--- src/rtl/ime_pkg.sv ---
// ime_pkg: shared parameters, derived-width helpers and the FSM state type
// for the integer-pel full-search motion estimator.
//   BLK_DEF / RANGE_DEF / PIX_W_DEF / MV_W_DEF : default block side, search
//   range, pixel width and MV component width.
//   win_f   : search-window side for a block size and range.
//   sad_w_f : accumulator width able to hold a worst-case block SAD.
package ime_pkg;

  localparam int BLK_DEF   = 4;
  localparam int RANGE_DEF = 2;
  localparam int PIX_W_DEF = 8;
  localparam int MV_W_DEF  = 4;

  function automatic int win_f(input int blk, input int rng);
    return blk + 2 * rng;
  endfunction

  function automatic int sad_w_f(input int blk, input int pix_w);
    return $clog2(blk * blk * (2 ** pix_w - 1) + 1);
  endfunction

  typedef enum logic [2:0] {IDLE, LOAD, SEARCH, DRAIN, DONE} ime_state_t;

endpackage

--- src/rtl/ime_sad_acc.sv ---
// ime_sad_acc: per-candidate sum of absolute differences.
//   clk, rst   : clock, asynchronous active-low reset
//   in_valid   : a current/reference pixel pair is present this cycle
//   cur_pix    : registered current-block pixel
//   ref_pix    : reference pixel returned by the window read port
//   first      : pair is pixel (0,0) of a candidate; accumulation restarts
//   last       : pair is the final pixel of a candidate
//   sad        : running sum including this cycle's pair
//   sad_valid  : sad holds a complete candidate SAD
module ime_sad_acc #(
  parameter int PIX_W = 8,
  parameter int SAD_W = 12
) (
  input  logic             clk,
  input  logic             rst,
  input  logic             in_valid,
  input  logic [PIX_W-1:0] cur_pix,
  input  logic [PIX_W-1:0] ref_pix,
  input  logic             first,
  input  logic             last,
  output logic [SAD_W-1:0] sad,
  output logic             sad_valid
);

  logic [SAD_W-1:0] acc_reg;
  logic [PIX_W-1:0] abs_diff;

  assign abs_diff = (cur_pix >= ref_pix) ? (cur_pix - ref_pix) : (ref_pix - cur_pix);

  // The sum is presented combinationally so the final pixel's contribution
  // can be compared in the same cycle it arrives.
  assign sad       = (first ? '0 : acc_reg) + SAD_W'(abs_diff);
  assign sad_valid = in_valid && last;

  always_ff @(posedge clk or negedge rst) begin
    if (!rst) begin
      acc_reg <= '0;
    end else if (in_valid) begin
      acc_reg <= sad;
    end
  end

endmodule

--- src/rtl/ime_full_search.sv ---
// ime_full_search: integer-pel full-search motion estimator.
//   clk, rst            : clock, asynchronous active-low reset
//   start               : begin a search (accepted in IDLE only)
//   cur_valid/cur_pix   : current-block pixel beats, raster order
//   cur_ready           : high while loading the current block
//   ref_rd_en/ref_x/ref_y : window read request (data returns next cycle)
//   ref_pix             : window pixel for the previous cycle's request
//   busy                : any state other than IDLE
//   done                : one-cycle result strobe
//   best_mvx/best_mvy/best_sad : best integer MV and its SAD
module ime_full_search
  import ime_pkg::*;
#(
  parameter  int BLK   = BLK_DEF,
  parameter  int RANGE = RANGE_DEF,
  parameter  int PIX_W = PIX_W_DEF,
  parameter  int MV_W  = MV_W_DEF,
  localparam int WIN   = win_f(BLK, RANGE),
  localparam int SAD_W = sad_w_f(BLK, PIX_W),
  localparam int AW    = $clog2(WIN)
) (
  input  logic                    clk,
  input  logic                    rst,
  input  logic                    start,
  input  logic                    cur_valid,
  input  logic [PIX_W-1:0]        cur_pix,
  output logic                    cur_ready,
  output logic                    ref_rd_en,
  output logic [AW-1:0]           ref_x,
  output logic [AW-1:0]           ref_y,
  input  logic [PIX_W-1:0]        ref_pix,
  output logic                    busy,
  output logic                    done,
  output logic signed [MV_W-1:0]  best_mvx,
  output logic signed [MV_W-1:0]  best_mvy,
  output logic [SAD_W-1:0]        best_sad
);

  localparam int NPIX = BLK * BLK;
  localparam int BW   = $clog2(NPIX);
  localparam int PW   = $clog2(BLK);
  localparam int CW   = $clog2(2 * RANGE + 1);

  ime_state_t state_reg, state_next;

  logic [BW-1:0] beat_reg;
  logic [PW-1:0] px_reg, py_reg;
  logic [CW-1:0] dxi_reg, dyi_reg;   // candidate offsets biased by +RANGE

  logic beat, beat_last, px_max, py_max, dx_max, dy_max, pix_last, scan_last;

  assign beat      = cur_valid && (state_reg == LOAD);
  assign beat_last = (beat_reg == BW'(NPIX - 1));
  assign px_max    = (px_reg == PW'(BLK - 1));
  assign py_max    = (py_reg == PW'(BLK - 1));
  assign dx_max    = (dxi_reg == CW'(2 * RANGE));
  assign dy_max    = (dyi_reg == CW'(2 * RANGE));
  assign pix_last  = px_max && py_max;
  assign scan_last = pix_last && dx_max && dy_max;

  // ---------------- FSM ----------------
  always_ff @(posedge clk or negedge rst) begin
    if (!rst) state_reg <= IDLE;
    else      state_reg <= state_next;
  end

  always_comb begin
    state_next = state_reg;
    case (state_reg)
      IDLE:    if (start) state_next = LOAD;
      LOAD:    if (beat && beat_last) state_next = SEARCH;
      SEARCH:  if (scan_last) state_next = DRAIN;
      DRAIN:   state_next = DONE;
      DONE:    state_next = IDLE;
      default: state_next = IDLE;
    endcase
  end

  assign cur_ready = (state_reg == LOAD);
  assign ref_rd_en = (state_reg == SEARCH);
  assign busy      = (state_reg != IDLE);
  assign done      = (state_reg == DONE);
  assign ref_x     = ref_rd_en ? (AW'(dxi_reg) + AW'(px_reg)) : '0;
  assign ref_y     = ref_rd_en ? (AW'(dyi_reg) + AW'(py_reg)) : '0;

  // ---------------- beat and scan counters ----------------
  always_ff @(posedge clk or negedge rst) begin
    if (!rst) begin
      beat_reg <= '0;
      px_reg   <= '0;
      py_reg   <= '0;
      dxi_reg  <= '0;
      dyi_reg  <= '0;
    end else begin
      if (state_reg == IDLE) beat_reg <= '0;
      else if (beat)         beat_reg <= beat_reg + 1'b1;

      // Scan counters sit at zero outside SEARCH so every search starts at
      // candidate (-RANGE,-RANGE), pixel (0,0).
      if (state_reg != SEARCH) begin
        px_reg  <= '0;
        py_reg  <= '0;
        dxi_reg <= '0;
        dyi_reg <= '0;
      end else begin
        px_reg <= px_max ? '0 : px_reg + 1'b1;
        if (px_max) begin
          py_reg <= py_max ? '0 : py_reg + 1'b1;
          if (py_max) begin
            dxi_reg <= dx_max ? '0 : dxi_reg + 1'b1;
            if (dx_max) dyi_reg <= dy_max ? '0 : dyi_reg + 1'b1;
          end
        end
      end
    end
  end

  // ---------------- current buffer (registered read) ----------------
  logic [PIX_W-1:0] cur_buf [NPIX];
  logic [PIX_W-1:0] cur_d_reg;
  logic [BW-1:0]    rd_idx;

  assign rd_idx = BW'(int'(py_reg) * BLK + int'(px_reg));

  always_ff @(posedge clk) begin
    if (beat) cur_buf[beat_reg] <= cur_pix;
    cur_d_reg <= cur_buf[rd_idx];
  end

  // ---------------- index delay line, aligned with ref_pix ----------------
  logic          vld_d_reg, first_d_reg, last_d_reg;
  logic [CW-1:0] dxi_d_reg, dyi_d_reg;

  always_ff @(posedge clk or negedge rst) begin
    if (!rst) begin
      vld_d_reg   <= 1'b0;
      first_d_reg <= 1'b0;
      last_d_reg  <= 1'b0;
      dxi_d_reg   <= '0;
      dyi_d_reg   <= '0;
    end else begin
      vld_d_reg   <= (state_reg == SEARCH);
      first_d_reg <= (px_reg == '0) && (py_reg == '0);
      last_d_reg  <= pix_last;
      dxi_d_reg   <= dxi_reg;
      dyi_d_reg   <= dyi_reg;
    end
  end

  logic [SAD_W-1:0] sad;
  logic             sad_valid;

  ime_sad_acc #(.PIX_W(PIX_W), .SAD_W(SAD_W)) u_sad_acc (
    .clk       (clk),
    .rst       (rst),
    .in_valid  (vld_d_reg),
    .cur_pix   (cur_d_reg),
    .ref_pix   (ref_pix),
    .first     (first_d_reg),
    .last      (last_d_reg),
    .sad       (sad),
    .sad_valid (sad_valid)
  );

  // ---------------- min tracker ----------------
  logic [SAD_W-1:0]       min_sad_reg, min_sad_next;
  logic signed [MV_W-1:0] min_mvx_reg, min_mvx_next, min_mvy_reg, min_mvy_next;
  logic signed [MV_W-1:0] cand_mvx, cand_mvy;
  logic                   better;

  assign cand_mvx = MV_W'(dxi_d_reg) - MV_W'(RANGE);
  assign cand_mvy = MV_W'(dyi_d_reg) - MV_W'(RANGE);
  // Strict less-than keeps the earliest candidate on ties.
  assign better       = sad_valid && (sad < min_sad_reg);
  assign min_sad_next = better ? sad      : min_sad_reg;
  assign min_mvx_next = better ? cand_mvx : min_mvx_reg;
  assign min_mvy_next = better ? cand_mvy : min_mvy_reg;

  always_ff @(posedge clk or negedge rst) begin
    if (!rst) begin
      min_sad_reg <= '1;
      min_mvx_reg <= '0;
      min_mvy_reg <= '0;
      best_sad    <= '0;
      best_mvx    <= '0;
      best_mvy    <= '0;
    end else begin
      if (state_reg == LOAD) begin
        min_sad_reg <= '1;
        min_mvx_reg <= '0;
        min_mvy_reg <= '0;
      end else begin
        min_sad_reg <= min_sad_next;
        min_mvx_reg <= min_mvx_next;
        min_mvy_reg <= min_mvy_next;
      end
      // Published results change only here, so they are stable throughout
      // a search and valid during the done cycle.
      if (state_reg == DRAIN) begin
        best_sad <= min_sad_next;
        best_mvx <= min_mvx_next;
        best_mvy <= min_mvy_next;
      end
    end
  end

endmodule
--- config.mk ---
export PLATFORM = sky130hd
export DESIGN_NAME = ime_full_search
export DESIGN_NICKNAME = d
export VERILOG_FILES = /design/src/rtl/ime_pkg.sv /design/src/rtl/ime_sad_acc.sv /design/src/rtl/ime_full_search.sv
export SDC_FILE = /design/constraint.sdc
export NUM_CORES = 1
export LEC_CHECK = 0
export CORE_ASPECT_RATIO = 0.75
export CORE_MARGIN = 4
export CORE_UTILIZATION = 53
export DETAILED_ROUTE_END_ITERATION = 8
export PLACE_DENSITY_LB_ADDON = 0.05
export SYNTH_ARGS = -nofsm -noshare
export SYNTH_HDL_FRONTEND = slang
export SYNTH_SLANG_ARGS = --single-unit
--- constraint.sdc ---
create_clock -name clk -period 6.7 [get_ports clk]
set_input_delay 0.67 -clock clk [delete_from_list [all_inputs] [get_ports clk]]
set_output_delay 0.67 -clock clk [all_outputs]
set_load 0.005 [all_outputs]
==> results_dict.tcl <==
set metrics [dict create \
    outcome "finished clean" \
    post-route-drc-count 0 \
    crit_required_ns 7.07 \
    pre_cts_ws_ns 0.319 \
    antenna_found_initial 0 \
    synth-async-reset-ratio_pct 36.4 \
    fin_crit_sh_pct 88.2 \
    drv_cap 0 \
    cts_made_buffers 22 \
    place_hpwl_mm 13.5 \
    holdWs_ns 0.300 \
    fin_worst_skew_ns 0.0147 \
    fmax_mhz 169 \
    grtUsageTotal_pct 19.0 \
    slew_violations 0 \
    overflow 0 \
    r2r_cells 22 \
    min_period_ns 5.91 \
    n_fill_cell 1319 \
    dp_cells 971 \
    vias 5728 \
    hold_viol_final 0 \
    multiInputGateArea_sq_um 3570 \
    drtAntennaViolNets 0 \
    io-pin-count 50 \
    cts_tree "yes" \
    dieArea_sq_um 20900 \
    r2r-start "cur_d_reg[0]" \
    grt_pass1_vias 5851 \
    clock_sinks 214 \
    clockRootBuffer "clkbuf_16" \
    grt_setup_unrepaired "false" \
    worstPathArrival_ns 6.28 \
    htree_num_levels 1 \
    tightest_slew_ns 0.984 \
    routabilityCongestion 0.882 \
    finalSetupTns_ns 0 \
    numPortBuffers 49 \
    insertion_delay_ns 0.51 \
    viasPerCell 5.67 \
    syn_avg_cell_area_sq_um 14.2 \
    critPathLaunch "ref_pix[0]" \
    drtPass1Iterations 5 \
    hold_buffers 0 \
    final_cells 1011 \
    grt_pass1_wl_mm 31.7 \
    drive_gt1_share_pct 16.1 \
    syn_nets 773 \
    die_y_microns 126 \
    synth_edf_count 128 \
    core-area_sq_um 18000 \
    finalWorstSetupSlack_ns 0.794 \
    drt-wirelength-per-cell_microns 19.3 \
    postSynthCellCount 698 \
    yosys_most_used_dff "edfxtp_1" \
    peakVddDrop_v 0.000186 \
    ys_seq_area_share_pct 60.4 \
    drt-total-wl_mm 19.5 \
    min_path_type "in -> async" \
    ys_seq_elements 214 \
    relSlewSlack_pct 34.4 \
    ys_warn_count 0 \
    final_common_cell "edfxtp_1" \
    postCtsResizedCells 0 \
    fin_util_pct 63.2 \
    p_leak_nw 4.55 \
    antenna_cells 0 \
    endpoint_kind "flop" \
    syn_area_sq_um 9880 \
    nets 828 \
    initial_core_util_pct 55.0 \
    ys_types 53 \
    drt_iter0_markers 462 \
    setup_viol 0 \
    largest_reg_flops 128 \
    area_growth_pct 15.0 \
    cp-start-kind "input pin" \
    clockBufferDepth 3 \
    rows 42 \
    worst-path-max-fanout 18 \
    layout_common_cells "edfxtp_1, dfrtp_1, inv_1, nand2_1, ha_1" \
    clk_transition_reported_paths_ns 0.06 \
    die_x_microns 166 \
    powerDensity_nw_per_um2 307 \
    grt_max_degree 79 \
    path_class "in -> reg" \
    regArea_sq_um 5970 \
    regMostFlops "cur_buf" \
    reg2reg_slack_ns 1.09 \
    post_cts_buffers 0 \
]
==> Yosys cell counts, drive strengths merged, types with 11 or more instances <==
cell | instances | area [sq um]
edfxtp | 128 | 3840
dfrtp | 66 | 1650
inv | 58 | 218
nand2 | 52 | 195
ha | 50 | 626
mux4 | 40 | 901
o21ai | 32 | 160
nor2 | 28 | 105
a21oi | 21 | 116
mux2i | 20 | 200
and2 | 18 | 115
mux2 | 18 | 203
a21o | 15 | 113
clkbuf | 15 | 56.3
nor2b | 14 | 87.6
dfstp | 12 | 315
buf | 11 | 63.8
xnor2 | 11 | 96.3
==> worst max-delay path: stages <==
cell and delay (ns):
clkdlybuf4s50_1 0.49, ha_1 0.19, inv_1 0.06, fa_1 0.39, nand3_1 0.13, a31oi_2 0.12
a211oi_4 0.33, buf_4 0.22, mux2_2 0.38, fa_1 0.48, a211o_1 0.30, a21oi_1 0.24
o21bai_1 0.12, xor2_1 0.28, ha_1 0.29, and2_1 0.15, a221oi_1 0.23, o21ai_0 0.27
a21oi_1 0.21, buf_4 0.28, mux2i_1 0.32, o21ai_0 0.13
==> final timing paths <==
check | to
max in group asynchronous | px_reg[0]
worst max-delay path | best_sad[7]
worst min register to register | best_sad[2]
worst min-delay path | dyi_d_reg[0]
min in group clk | best_sad[2]
worst max register to register | best_sad[7]
==> per-stage QoR <==
stage               total power [mW]  area (sq um)
global route                    3.66         11400
finish                          3.48         11400
detailed placement              2.27         10600
global placement                2.25         10600
CTS                             3.52         11400
floorplan                       2.03          9880
==> routing by layer <==
metal	track usage (%)	part of all wire, %	up-vias
met4	4.51	1.7	0
met2	28.9	45	165
met1	28.9	47	2870
met5	0	0	-
met3	3.45	6.3	33
li1	-	-	2660
==> cell type report <==
type,count,share of cell area (%)
repair buffers,57,4.82
multi-input cells,400,31.4
clock inverters,17,1.70
inverters,58,1.92
flip-flops and latches,214,52.6
clock buffers,23,4.88
well taps,242,2.67
==> report_power, final <==
group	total [mW]	internal (mW)	switching, mW
registers	1.59	1.53	0.0612
logic	0.651	0.286	0.364
clock network	1.24	0.727	0.514
==> cell families after synthesis <==
group / count (synthesis) / synth area share, %
AND/OR/NAND/NOR: 150 / 7.41
flip-flops: 214 / 60.4
XOR/XNOR: 17 / 1.51
AO/OA/AOI/OAI: 100 / 6.70
buffers and inverters: 84 / 3.42
multiplexers: 78 / 13.2
adder cells (fa/ha/maj): 55 / 7.34
(Power assumes the default switching activity.)
==> variant 1, RTL diff (same settings) <==
`MV_W_DEF`: 4 -> 6.
--- a/src/rtl/ime_pkg.sv
+++ b/src/rtl/ime_pkg.sv
@@ -9,7 +9,7 @@
   localparam int BLK_DEF   = 4;
   localparam int RANGE_DEF = 2;
   localparam int PIX_W_DEF = 8;
-  localparam int MV_W_DEF  = 4;
+  localparam int MV_W_DEF  = 6;
 
   function automatic int win_f(input int blk, input int rng);
     return blk + 2 * rng;
Ports: changed (resized best_mvx and best_mvy); port bits go from 50 to 54. The function was not compared with the original's and may differ.
==> variant 1 against the original RTL <==
Design area grew 2.7%. Setup slack lost 320 ps. Sequential cell count rose by 8. Total power increased by 0.62%. Synthesized area is 3.0% higher. Wire length rose by 4.9%. Final cell count up 3.4%.
==> variant 1: results (changes against the original RTL) <==
- Area growth from synthesis to final layout: 14.6%
- First-pass GRT wire length: 33600 um (+6.0%)
- Post-synthesis sequential area ratio: 60.6% (+0.21 points)
- Met2 wire len: 9010 um (+3.5%)
- Fill cell count: 1388 (+5.2%)
- Synth top area cells: edfxtp_1, dfrtp_1, mux4_2
- M3 GR Usage: 3.48% (+0.037 points)
- Synth Net Count: 799 (+3.4%)
- RR Startpoint: cur_d_reg[0]
- Sequential power: 1650 uW (+4%)
- Clock Skew: 18.1 ps (+3.43 ps)
- Final Net Count: 856 (+3.4%)
- Global Route Usage Sum: 19.7% (+0.69 points)
- Wl on met1: 9990 um (+8.0%)
- Initial DRC count: 635 (+37%)
- # port buffers: 53 (+8.2%)
- Pleak: 0.00472 uW (+3.7%)
- Synthesis Warnings: 0 (unchanged)
- Met1 Use GR: 30.8% (+1.8 points)
- Critical Path AT: 6600 ps (+320 ps)
- Largest net degree at the start of global routing: 87 (+10%)
- Worst-path clk slew: 60 ps (about the same)
- Least-Margin Pin Slew: 1080 ps (+99.7 ps)
- Worst IR Drop VDD: 0.166 mV (-11%)
- Int Power: 2560 uW (+0.45%)
- Met2 Use GR: 29.7% (+0.86 points)
- Status: finished clean
- HPWL Detailed: 13900 um (+2.8%)
- Routed met3 length: 1180 um (-3.6%)
- Reg2reg setup slack: 770 ps (-320 ps)
- Layout cell share with drive strength beyond 1: 15.1% (-1.0 points)
- Number of flops mapped to enable cells by yosys: 128 (unchanged)
- Vias in the first global route: 6209 (+6.1%)
- Post-synth top cells: edfxtp_1, dfrtp_1, inv_1, nand2_1, ha_1
- Number of vias per cell: 5.72 (+1.0%)
- Asr flop ratio synth: 38.7% (+2.3 points)
- Clk pwr share: 34.0% (-1.6 points)
- Setup crit end: best_mvx[5]
- Drt wl/cell: 19.6 um (+1.5%)
- Highest net fanout along the worst path: 14 (-4)
- RD Place Congestion: 0.836 (-5.2%)
- Clock latency on the worst-skew pair: 500 ps
- CP max stage delay: 680 ps (+190 ps)
- Area post-placement: 10900 um^2 (+3.2%)
variant 1: layout make-up:
type | instances | share of cell area, %
Timing Repair Buffer | 61 | 5.04
Antenna cell | 2 | 0.0429
Clock buffer | 26 | 5.12
Multi-Input combinational cell | 416 | 31.4
Inverter | 58 | 1.87
Clock inverter | 13 | 0.955
Sequential cell | 222 | 52.9
Tap cell | 247 | 2.65
variant 1: per-stage QoR:
stage | worst slack (ps) | hold WS [ps] | total power [uW] | instances
final | 471 | 335 | 3510 | 1045
after global routing | 9.52 | 455 | 3680 | 1043
after CTS | 545 | 403 | 3540 | 1043
after detailed placement | 31.0 | 458 | 2340 | 1004
after global placement | 360 | 458 | 2320 | 1004
after floorplan | 1220 | 374 | 2090 | 724
variant 1: cell families (layout without fill, tap and decap cells):
family,count (synthesis),count (layout),synth area share [%]
flops,222,222,60.6
mux,82,82,13.2
xor+xnor,17,17,1.46
buf+inv,86,158,3.38
other cells,0,2,0
simple gates,158,158,7.48
fa+ha+maj,55,55,7.13
compound gates,104,104,6.70
==> variant 2, RTL diff (same settings) <==
Made on the original files. Make the reset (`rst`) synchronous in 5 clocked blocks. Comments in the files are not updated.
--- a/src/rtl/ime_sad_acc.sv
+++ b/src/rtl/ime_sad_acc.sv
@@ -32,7 +32,7 @@
   assign sad       = (first ? '0 : acc_reg) + SAD_W'(abs_diff);
   assign sad_valid = in_valid && last;
 
-  always_ff @(posedge clk or negedge rst) begin
+  always_ff @(posedge clk) begin
     if (!rst) begin
       acc_reg <= '0;
     end else if (in_valid) begin
--- a/src/rtl/ime_full_search.sv
+++ b/src/rtl/ime_full_search.sv
@@ -59,7 +59,7 @@
   assign scan_last = pix_last && dx_max && dy_max;
 
   // ---------------- FSM ----------------
-  always_ff @(posedge clk or negedge rst) begin
+  always_ff @(posedge clk) begin
     if (!rst) state_reg <= IDLE;
     else      state_reg <= state_next;
   end
@@ -84,7 +84,7 @@
   assign ref_y     = ref_rd_en ? (AW'(dyi_reg) + AW'(py_reg)) : '0;
 
   // ---------------- beat and scan counters ----------------
-  always_ff @(posedge clk or negedge rst) begin
+  always_ff @(posedge clk) begin
     if (!rst) begin
       beat_reg <= '0;
       px_reg   <= '0;
@@ -131,7 +131,7 @@
   logic          vld_d_reg, first_d_reg, last_d_reg;
   logic [CW-1:0] dxi_d_reg, dyi_d_reg;
 
-  always_ff @(posedge clk or negedge rst) begin
+  always_ff @(posedge clk) begin
     if (!rst) begin
       vld_d_reg   <= 1'b0;
       first_d_reg <= 1'b0;
@@ -176,7 +176,7 @@
   assign min_mvx_next = better ? cand_mvx : min_mvx_reg;
   assign min_mvy_next = better ? cand_mvy : min_mvy_reg;
 
-  always_ff @(posedge clk or negedge rst) begin
+  always_ff @(posedge clk) begin
     if (!rst) begin
       min_sad_reg <= '1;
       min_mvx_reg <= '0;
Function: differs if rst is asserted again (counterexample within 4 cycles, from zero or initial values and one cycle with rst low); with rst held inactive, the same outputs for 10 cycles.
==> variant 2 against the original RTL <==
Critical path depth rose by 1. Setup slack lost 90 ps. Sequential share of layout area shrank 2.2 points. Synthesized area decreased by 2.3%. Wire length decreased by 2.0%. Sequential cell count stayed put. Non-clock buffer count up 4. Design area decreased by 2.8%. Largest cell class unchanged. Clock skew rose by 8.4 ps.
Power is not compared: it rests on default switching activity, and its combinational part moved more than twofold at a synthesized area within 25%.
==> variant 2: results (changes against the original RTL) <==
- Seq/total area: 50.4% (-2.2 points)
- Routed met3 length: 918 um (-25%)
- Largest net degree at the start of global routing: 52 (-34%)
- Multi-input combinational area share: 33.7% (+2.3 points)
- Number of vias per cell: 5.51 (-2.7%)
- Routed via count: 5767 (+0.68%)
- Status: finished clean
- Post-synth top cells: edfxtp_1, dfxtp_1, inv_1, ha_1, nor2_1
- CP max stage delay: 550 ps (+60 ps)
- RD Place Congestion: 0.874 (-0.87%)
- Nonclk buf count: 61 (+7.0%)
- Layout cell share with drive strength beyond 1: 11.4% (-4.7 points)
- Wl on met1: 9390 um (+1.5%)
- Synth Net Count: 816 (+5.6%)
- Post-synthesis sequential area ratio: 57.6% (-2.8 points)
- Least-Margin Pin Slew: 1130 ps (+141 ps)
- Core ar.: 17800 um^2 (-1.2%)
- M3 GR Usage: 3.84% (+0.39 points)
- Busiest metal layer after global routing: met2
- First-pass GRT wire length: 31800 um (+0.24%)
- Clock Skew: 23.1 ps (+8.40 ps)
- Synth Area in XOR/XNOR: 1.54% (+0.035 points)
- Synth top area cells: edfxtp_1, dfxtp_1, mux4_2
- Final Net Count: 865 (+4.5%)
- Placed Instances: 1008 (+3.8%)
- Global Route Usage Sum: 19.6% (+0.55 points)
- Worst r2r dst: best_mvy[0]
- Asr flop ratio synth: 0% (-36 points)
## variant 2: cell count changes after synthesis, sizes merged, moves of 12 or more
cell / delta
a21oi: +17
dfrtp: -66
dfstp: -12
dfxtp: +78
mux2: -15
mux2i: +13
nand2: -12
nor2: +17
nor2b: +13
## variant 2: worst max-delay path by stage
| stage | from | cells past startpoint | to | slack (ps) |
|---|---|---|---|---|
| after detailed placement | ref_pix[1] | 21 | best_mvy[2] | 240 |
| after global routing | ref_pix[1] | 22 | best_mvx[0] | 310 |
| final | ref_pix[0] | 23 | best_mvy[0] | 700 |
| after floorplan | ref_pix[0] | 23 | best_sad[6] | 1120 |
| after global placement | ref_pix[0] | 23 | best_mvx[0] | 430 |
| after CTS | ref_pix[1] | 21 | best_mvy[0] | 740 |
## variant 2: power by group through the flow
stage	Combinational [uW]	Clock (uW)	Sequential (uW)
finish	155	1140	1400
CTS	156	1160	1400
global placement	152	0	1430
global route	176	1230	1400
detailed placement	155	0	1430
floorplan	105	0	1430
